`config.mk`:
```
export PLATFORM = sky130hd
export DESIGN_NAME = frame_sequencer_flat
export DESIGN_NICKNAME = d
export VERILOG_FILES = /design/src/rtl/frame_sequencer_if.sv /design/src/rtl/frame_sequencer.sv /design/src/flat_wrapper.sv
export SDC_FILE = /design/constraint.sdc
export NUM_CORES = 2
export LEC_CHECK = 0
export BUFFER_PORTS_ARGS = -buffer_cell sky130_fd_sc_hd__buf_2
export CORE_MARGIN = 1.5
export CORE_UTILIZATION = 60
export CTS_CLUSTER_DIAMETER = 40
export DETAILED_ROUTE_END_ITERATION = 7
export GPL_ROUTABILITY_DRIVEN = 0
export GPL_TIMING_DRIVEN = 0
export PLACE_DENSITY = 0.78
export SYNTH_ARGS = -nofsm -noshare
export SYNTH_HDL_FRONTEND = slang
export SYNTH_SLANG_ARGS = --single-unit
```
`constraint.sdc`:
```
create_clock -name ti_clk -period 21.6 [get_ports ti_clk]
set_input_delay 0 -clock ti_clk [delete_from_list [all_inputs] [get_ports ti_clk]]
set_output_delay 0 -clock ti_clk [all_outputs]
set_load 0.1 [all_outputs]
```
`src/rtl/frame_sequencer_if.sv`:
```
// Host/Frame_State bundle for frame_sequencer: run configuration, FIFO level,
// frame handshake and host-visible status.
interface frame_sequencer_if;
  logic [31:0] cfg_length;
  logic [31:0] cfg_delay;
  logic [15:0] cfg_frames;
  logic [15:0] cfg_gap;
  logic        start;
  logic        abort;
  logic [15:0] fifo_byte_level;
  logic        frame_active;
  logic [31:0] reg_length;
  logic [31:0] reg_delay;
  logic        frame_go;
  logic        busy;
  logic        done;
  logic [2:0]  seq_state;
  logic [15:0] frames_done;
  logic        underrun;
  logic        ack_fault;
  logic        cfg_error;

  modport master (
    output cfg_length, cfg_delay, cfg_frames, cfg_gap, start, abort, fifo_byte_level,
           frame_active,
    input  reg_length, reg_delay, frame_go, busy, done, seq_state, frames_done, underrun,
           ack_fault, cfg_error
  );

  modport slave (
    input  cfg_length, cfg_delay, cfg_frames, cfg_gap, start, abort, fifo_byte_level,
           frame_active,
    output reg_length, reg_delay, frame_go, busy, done, seq_state, frames_done, underrun,
           ack_fault, cfg_error
  );
endinterface

```
`src/rtl/frame_sequencer.sv`:
```
// Run-level controller for the Frame_State DAC engine: shadows geometry, gates each
// launch on FIFO fill, sequences N (or endless) frames with an idle gap, reports faults.
module frame_sequencer #(
  parameter int unsigned WAIT_TIMEOUT = 1024,
  parameter int unsigned ACK_TIMEOUT  = 16
) (
  input  logic              ti_clk,
  input  logic              rst_n,
  frame_sequencer_if.slave  bus
);

  localparam logic [15:0] WaitLast = 16'(WAIT_TIMEOUT - 1);
  localparam logic [15:0] AckLast  = 16'(ACK_TIMEOUT - 1);

  typedef enum logic [2:0] {
    StIdle     = 3'd0,
    StArm      = 3'd1,
    StWaitData = 3'd2,
    StLaunch   = 3'd3,
    StRun      = 3'd4,
    StGap      = 3'd5,
    StDone     = 3'd6
  } state_e;

  state_e      state_q, state_d;
  logic [31:0] len_q, len_d, dly_q, dly_d;
  logic [15:0] frames_q, frames_d, gap_q, gap_d;
  logic [63:0] need_q, need_d;
  logic [15:0] timer_q, timer_d;
  logic [15:0] frames_done_q, frames_done_d;
  logic        underrun_q, underrun_d, ack_fault_q, ack_fault_d, cfg_error_q, cfg_error_d;
  logic        abort_pend_q, abort_pend_d;
  logic        active_q;
  logic        frame_fall;
  logic [15:0] frames_inc;

  assign frame_fall = active_q & ~bus.frame_active;
  assign frames_inc = frames_done_q + 16'd1;

  always_comb begin
    state_d       = state_q;
    len_d         = len_q;
    dly_d         = dly_q;
    frames_d      = frames_q;
    gap_d         = gap_q;
    need_d        = need_q;
    timer_d       = timer_q;
    frames_done_d = frames_done_q;
    underrun_d    = underrun_q;
    ack_fault_d   = ack_fault_q;
    cfg_error_d   = cfg_error_q;
    abort_pend_d  = abort_pend_q;
    case (state_q)
      StIdle: begin
        if (bus.start && !bus.abort) begin
          if (bus.cfg_length == '0 || bus.cfg_delay == '0) begin
            cfg_error_d = 1'b1;
          end else begin
            len_d         = bus.cfg_length;
            dly_d         = bus.cfg_delay;
            frames_d      = bus.cfg_frames;
            gap_d         = bus.cfg_gap;
            frames_done_d = '0;
            underrun_d    = 1'b0;
            ack_fault_d   = 1'b0;
            cfg_error_d   = 1'b0;
            abort_pend_d  = 1'b0;
            timer_d       = '0;
            state_d       = StArm;
          end
        end
      end
      StArm: begin
        need_d  = {32'd0, len_q} * {32'd0, dly_q};
        timer_d = '0;
        state_d = bus.abort ? StDone : StWaitData;
      end
      StWaitData: begin
        if (bus.abort) begin
          state_d = StDone;
        end else if ({48'd0, bus.fifo_byte_level} >= need_q) begin
          timer_d = '0;
          state_d = StLaunch;
        end else if (timer_q == WaitLast) begin
          underrun_d = 1'b1;
          state_d    = StDone;
        end else begin
          timer_d = timer_q + 16'd1;
        end
      end
      StLaunch: begin
        // Abort here must not cut a frame the DAC may already be starting.
        if (bus.abort) abort_pend_d = 1'b1;
        if (bus.frame_active) begin
          state_d = StRun;
        end else if (timer_q == AckLast) begin
          ack_fault_d = 1'b1;
          state_d     = StDone;
        end else begin
          timer_d = timer_q + 16'd1;
        end
      end
      StRun: begin
        if (bus.abort) abort_pend_d = 1'b1;
        if (frame_fall) begin
          frames_done_d = frames_inc;
          timer_d       = '0;
          if (abort_pend_q || bus.abort || (frames_q != '0 && frames_inc == frames_q)) begin
            state_d = StDone;
          end else if (gap_q == '0) begin
            state_d = StWaitData;
          end else begin
            state_d = StGap;
          end
        end
      end
      StGap: begin
        if (bus.abort) begin
          state_d = StDone;
        end else if (timer_q == gap_q - 16'd1) begin
          timer_d = '0;
          state_d = StWaitData;
        end else begin
          timer_d = timer_q + 16'd1;
        end
      end
      StDone: begin
        abort_pend_d = 1'b0;
        state_d      = StIdle;
      end
      default: state_d = StIdle;
    endcase
  end

  always_ff @(posedge ti_clk or negedge rst_n) begin
    if (!rst_n) begin
      state_q       <= StIdle;
      len_q         <= '0;
      dly_q         <= '0;
      frames_q      <= '0;
      gap_q         <= '0;
      need_q        <= '0;
      timer_q       <= '0;
      frames_done_q <= '0;
      underrun_q    <= 1'b0;
      ack_fault_q   <= 1'b0;
      cfg_error_q   <= 1'b0;
      abort_pend_q  <= 1'b0;
      active_q      <= 1'b0;
    end else begin
      state_q       <= state_d;
      len_q         <= len_d;
      dly_q         <= dly_d;
      frames_q      <= frames_d;
      gap_q         <= gap_d;
      need_q        <= need_d;
      timer_q       <= timer_d;
      frames_done_q <= frames_done_d;
      underrun_q    <= underrun_d;
      ack_fault_q   <= ack_fault_d;
      cfg_error_q   <= cfg_error_d;
      abort_pend_q  <= abort_pend_d;
      active_q      <= bus.frame_active;
    end
  end

  // frame_go decodes from state so an asynchronous reset drops it immediately.
  assign bus.frame_go    = (state_q == StLaunch) && (timer_q == '0);
  assign bus.busy        = (state_q != StIdle);
  assign bus.done        = (state_q == StDone);
  assign bus.seq_state   = state_q;
  assign bus.reg_length  = len_q;
  assign bus.reg_delay   = dly_q;
  assign bus.frames_done = frames_done_q;
  assign bus.underrun    = underrun_q;
  assign bus.ack_fault   = ack_fault_q;
  assign bus.cfg_error   = cfg_error_q;

endmodule

```
`src/flat_wrapper.sv`:
```
// flat-port wrapper written by rule: the top's interface ports become plain ports
module frame_sequencer_flat 
#(
  parameter int unsigned WAIT_TIMEOUT = 1024,
  parameter int unsigned ACK_TIMEOUT  = 16
)
  (ti_clk, rst_n, bus_cfg_length, bus_cfg_delay, bus_cfg_frames, bus_cfg_gap, bus_start, bus_abort, bus_fifo_byte_level, bus_frame_active, bus_reg_length, bus_reg_delay, bus_frame_go, bus_busy, bus_done, bus_seq_state, bus_frames_done, bus_underrun, bus_ack_fault, bus_cfg_error);
  frame_sequencer_if bus_i ();
  input  logic ti_clk;
  input  logic rst_n;
  input wire logic [$bits(bus_i.cfg_length)-1:0] bus_cfg_length;
  input wire logic [$bits(bus_i.cfg_delay)-1:0] bus_cfg_delay;
  input wire logic [$bits(bus_i.cfg_frames)-1:0] bus_cfg_frames;
  input wire logic [$bits(bus_i.cfg_gap)-1:0] bus_cfg_gap;
  input wire logic [$bits(bus_i.start)-1:0] bus_start;
  input wire logic [$bits(bus_i.abort)-1:0] bus_abort;
  input wire logic [$bits(bus_i.fifo_byte_level)-1:0] bus_fifo_byte_level;
  input wire logic [$bits(bus_i.frame_active)-1:0] bus_frame_active;
  output wire logic [$bits(bus_i.reg_length)-1:0] bus_reg_length;
  output wire logic [$bits(bus_i.reg_delay)-1:0] bus_reg_delay;
  output wire logic [$bits(bus_i.frame_go)-1:0] bus_frame_go;
  output wire logic [$bits(bus_i.busy)-1:0] bus_busy;
  output wire logic [$bits(bus_i.done)-1:0] bus_done;
  output wire logic [$bits(bus_i.seq_state)-1:0] bus_seq_state;
  output wire logic [$bits(bus_i.frames_done)-1:0] bus_frames_done;
  output wire logic [$bits(bus_i.underrun)-1:0] bus_underrun;
  output wire logic [$bits(bus_i.ack_fault)-1:0] bus_ack_fault;
  output wire logic [$bits(bus_i.cfg_error)-1:0] bus_cfg_error;
  assign bus_i.cfg_length = bus_cfg_length;
  assign bus_i.cfg_delay = bus_cfg_delay;
  assign bus_i.cfg_frames = bus_cfg_frames;
  assign bus_i.cfg_gap = bus_cfg_gap;
  assign bus_i.start = bus_start;
  assign bus_i.abort = bus_abort;
  assign bus_i.fifo_byte_level = bus_fifo_byte_level;
  assign bus_i.frame_active = bus_frame_active;
  assign bus_reg_length = bus_i.reg_length;
  assign bus_reg_delay = bus_i.reg_delay;
  assign bus_frame_go = bus_i.frame_go;
  assign bus_busy = bus_i.busy;
  assign bus_done = bus_i.done;
  assign bus_seq_state = bus_i.seq_state;
  assign bus_frames_done = bus_i.frames_done;
  assign bus_underrun = bus_i.underrun;
  assign bus_ack_fault = bus_i.ack_fault;
  assign bus_cfg_error = bus_i.cfg_error;
  frame_sequencer #(.WAIT_TIMEOUT(WAIT_TIMEOUT), .ACK_TIMEOUT(ACK_TIMEOUT)) u_core (.ti_clk(ti_clk), .rst_n(rst_n), .bus(bus_i));
endmodule
```
==> flow_summary.yaml <==
synth:
  synth_edf_count: 0
  synth_fp_nets: 6121
  ys_types: 72
  syn_inst: 4824
  synth.area.top_cells: "fa_1 (42%), dfrtp_1 (12%), and2_1 (8.4%)"
  yosysMostFrequentCell: "inv_1"
  netlist_top_cells_count: "inv_1 (915), fa_1 (896), nand2_1 (862), and2_1 (578), ha_1 (284)"
  synth_warnings: 0
  syn_area_mm2: 0.0430
  ys_seq_elements: 200
  syn-mean-instance-area_um2: 8.91
  ys_seq_area_share_pct: 11.6
  synthFlopType: "dfrtp_1"
  async_flop_share_pct: 100
  synth_top_cell_by_area: "fa_1"
  synth_top_area_share_pct: 41.7
floorplanning:
  die_h_um: 271
  dieArea_mm2: 0.0733
  start_util_pct: 61.0
  row_count: 97
  core_mm2: 0.0705
  ios: 206
  die_w_um: 271
run_status:
  violations: "DRC"
  outcome: "finished with violations"
timing:
  layout_min_cycle_time_ps: 9560
  fmax_ghz: 0.105
  finalHoldViolCount: 0
  maxSlewHeadroom_pct: 7.40
  fin_crit_sh_pct: 44.2
  rsz0062_at_grt: "no"
  maxSlewViolCount: 0
  setup_tns_ps: 0
  finalSetupViolCount: 0
  worst_pin_slew_ps: 1390
  finClkSkew_ps: 24.3
worst_setup_path:
  crit_buf_inv: 6
  cp_top_family: "adder cells"
  cp_common_cell: "fa_1"
  worstPathRequired_ps: 21990
  critPathMaxStageDelay_ps: 870
  end_kind: "flop"
  worstPathMaxFanout: 10
  crit_path_top_delay_cell: "clkbuf_1"
  critical_path_arrival_ps: 9950
  startpoint_type: "flop"
  critPathKind: "reg -> reg"
finish:
  drive_above_1_share_pct: 5.13
  nFillCells: 5599
  fin_nets: 6446
  areaGrowthSynthToFinish_pct: 9.23
clock_network:
  cts_buffer_depth: 2
  clock_sinks: 200
  cts_root_buf: "clkbuf_16"
  cts_tree: "built"
  postCtsSetupRepairBufs: 0
  clkLatencyLatePin_ps: 530
  cts_inserted_buffers: 17
  cts_htree_levels: 4
  path_clk_slew_ps: 110
drt:
  drcViolationCount: 48
  routed_via_density: 6.09
  postRouteAntennaNets: 0
  first_pass_iters: 8
  via_count: 37300
  routed_wl_um: 156000
  dr.first_iter.drc_count: 4453
  routedWlPerCell_um: 25.4
grt:
  grt_pass1_wl_um: 234000
  grt_max_degree: 103
  use_met3_pct: 20.7
  grtUsageMet1_pct: 52.1
  globalRouteMet2Util_pct: 62.2
  top_usage_layer: "met2"
  grt_pass1_vias: 38100
  grt_use_total_pct: 43.8
  grt_overflow: 0
  antenna_found_initial: 19
worst_hold_path:
  worstHoldPathType: "in -> async"
place:
  port_buffers: 205
  dpl.hpwl_um: 124000
run:
  maxCapViolations: 0
## sequential cells by signal, summed over array words and instances, names as in the netlist, 3 cells and up
signal                  flops
u_core.bus.seq_state        3
u_core.bus.frames_done     16
u_core.bus.reg_length      32
u_core.frames_q            16
u_core.gap_q               16
u_core.timer_q             16
u_core.need_q              64
u_core.bus.reg_delay       32
## per-layer routing
layer,vias to the layer above,part of all wire (%)
met5,-,0.26
met4,16,9.1
li1,15200,-
met2,2986,41
met1,18200,33
met3,921,17
## repair_timing
action	CTS	global route
hold buffers	100	0
endpoints found under the hold margin	199	0
resized for setup	0	0
## area by class of cell
class	instances	area, um^2	share of cell area [%]
multi-input cells	3424	33500	71.3
flip-flops and latches	200	5000	10.7
inverters	916	3440	7.32
repair buffers	306	2060	4.40
well taps	940	1180	2.50
plain buffers	284	1090	2.32
clock buffers	17	425	0.906
clock inverters	15	231	0.493
diodes	26	65.1	0.139
## path summary, 6_finish.rpt
check	startpoint	end	slack, ps	cells after the start
max	u_core.bus.reg_length[14]$_DFFE_PN0P_	u_core.need_q[55]$_DFFE_PN0P_	12040	25
min	rst_n	u_core.abort_pend_q$_DFFE_PN0P_	110	2
max reg2reg	u_core.bus.reg_length[14]$_DFFE_PN0P_	u_core.need_q[55]$_DFFE_PN0P_	12040	25
min reg2reg	u_core.need_q[16]$_DFFE_PN0P_	u_core.need_q[16]$_DFFE_PN0P_	490	2
max in group asynchronous	rst_n	u_core.bus.reg_length[17]$_DFFE_PN0P_	20400	3
min in group ti_clk	bus_cfg_gap[2]	u_core.gap_q[2]$_DFFE_PN0P_	190	4
## kinds of logic (layout without fill, tap and decap cells)
group,after synthesis,after routing,share of synthesized area (%)
AND/OR/NAND/NOR,1740,1740,19.8
buffers and inverters,1200,1538,10.5
adder cells (fa/ha/maj),1180,1180,50.0
AO/OA/AOI/OAI,397,397,5.79
flip-flops,200,200,11.6
XOR/XNOR,102,102,2.08
multiplexers,5,5,0.122
other,0,26,0
## layout by cell type (no fill, tap or decap), drive strengths merged, types with 8 or more instances in the layout
master / Yosys / routed
a211oi: 11 / 11
a21o: 50 / 50
a21oi: 84 / 84
a31oi: 16 / 16
and2: 578 / 578
and3: 16 / 16
buf: 8 / 214
clkbuf: 276 / 293
dfrtp: 200 / 200
diode: 0 / 26
dlygate4sd3: 0 / 100
fa: 896 / 896
ha: 284 / 284
inv: 915 / 927
nand2: 862 / 862
nand2b: 20 / 20
nand3: 32 / 32
nand4: 39 / 39
nor2: 77 / 77
nor2b: 8 / 8
nor3: 25 / 25
nor3b: 9 / 9
nor4: 43 / 43
o211ai: 8 / 8
o21ai: 140 / 140
o21bai: 13 / 13
o31ai: 20 / 20
or2: 8 / 8
or4: 8 / 8
xnor2: 62 / 62
xor2: 40 / 40
## through the flow
| step | utilization, % | instances | setup slack, ps | hold slack (ps) | instance area (um^2) |
|---|---|---|---|---|---|
| 6_report | 66.6 | 6128 | 12040 | 108 | 47000 |
| 2_1_floorplan | - | 4824 | 13870 | -296 | 43000 |
| 5_1_grt | 66.5 | 6104 | 11890 | 166 | 46900 |
| 3_5_place_dp | 64.1 | 5970 | 12580 | 109 | 45200 |
| 3_3_place_gp | 64.1 | 5969 | 12580 | 189 | 45200 |
| 4_1_cts | 66.5 | 6102 | 12520 | 139 | 46900 |
Power is not shown: default switching activity piles up to over one toggle a cycle in this logic, so the estimate is an artifact.
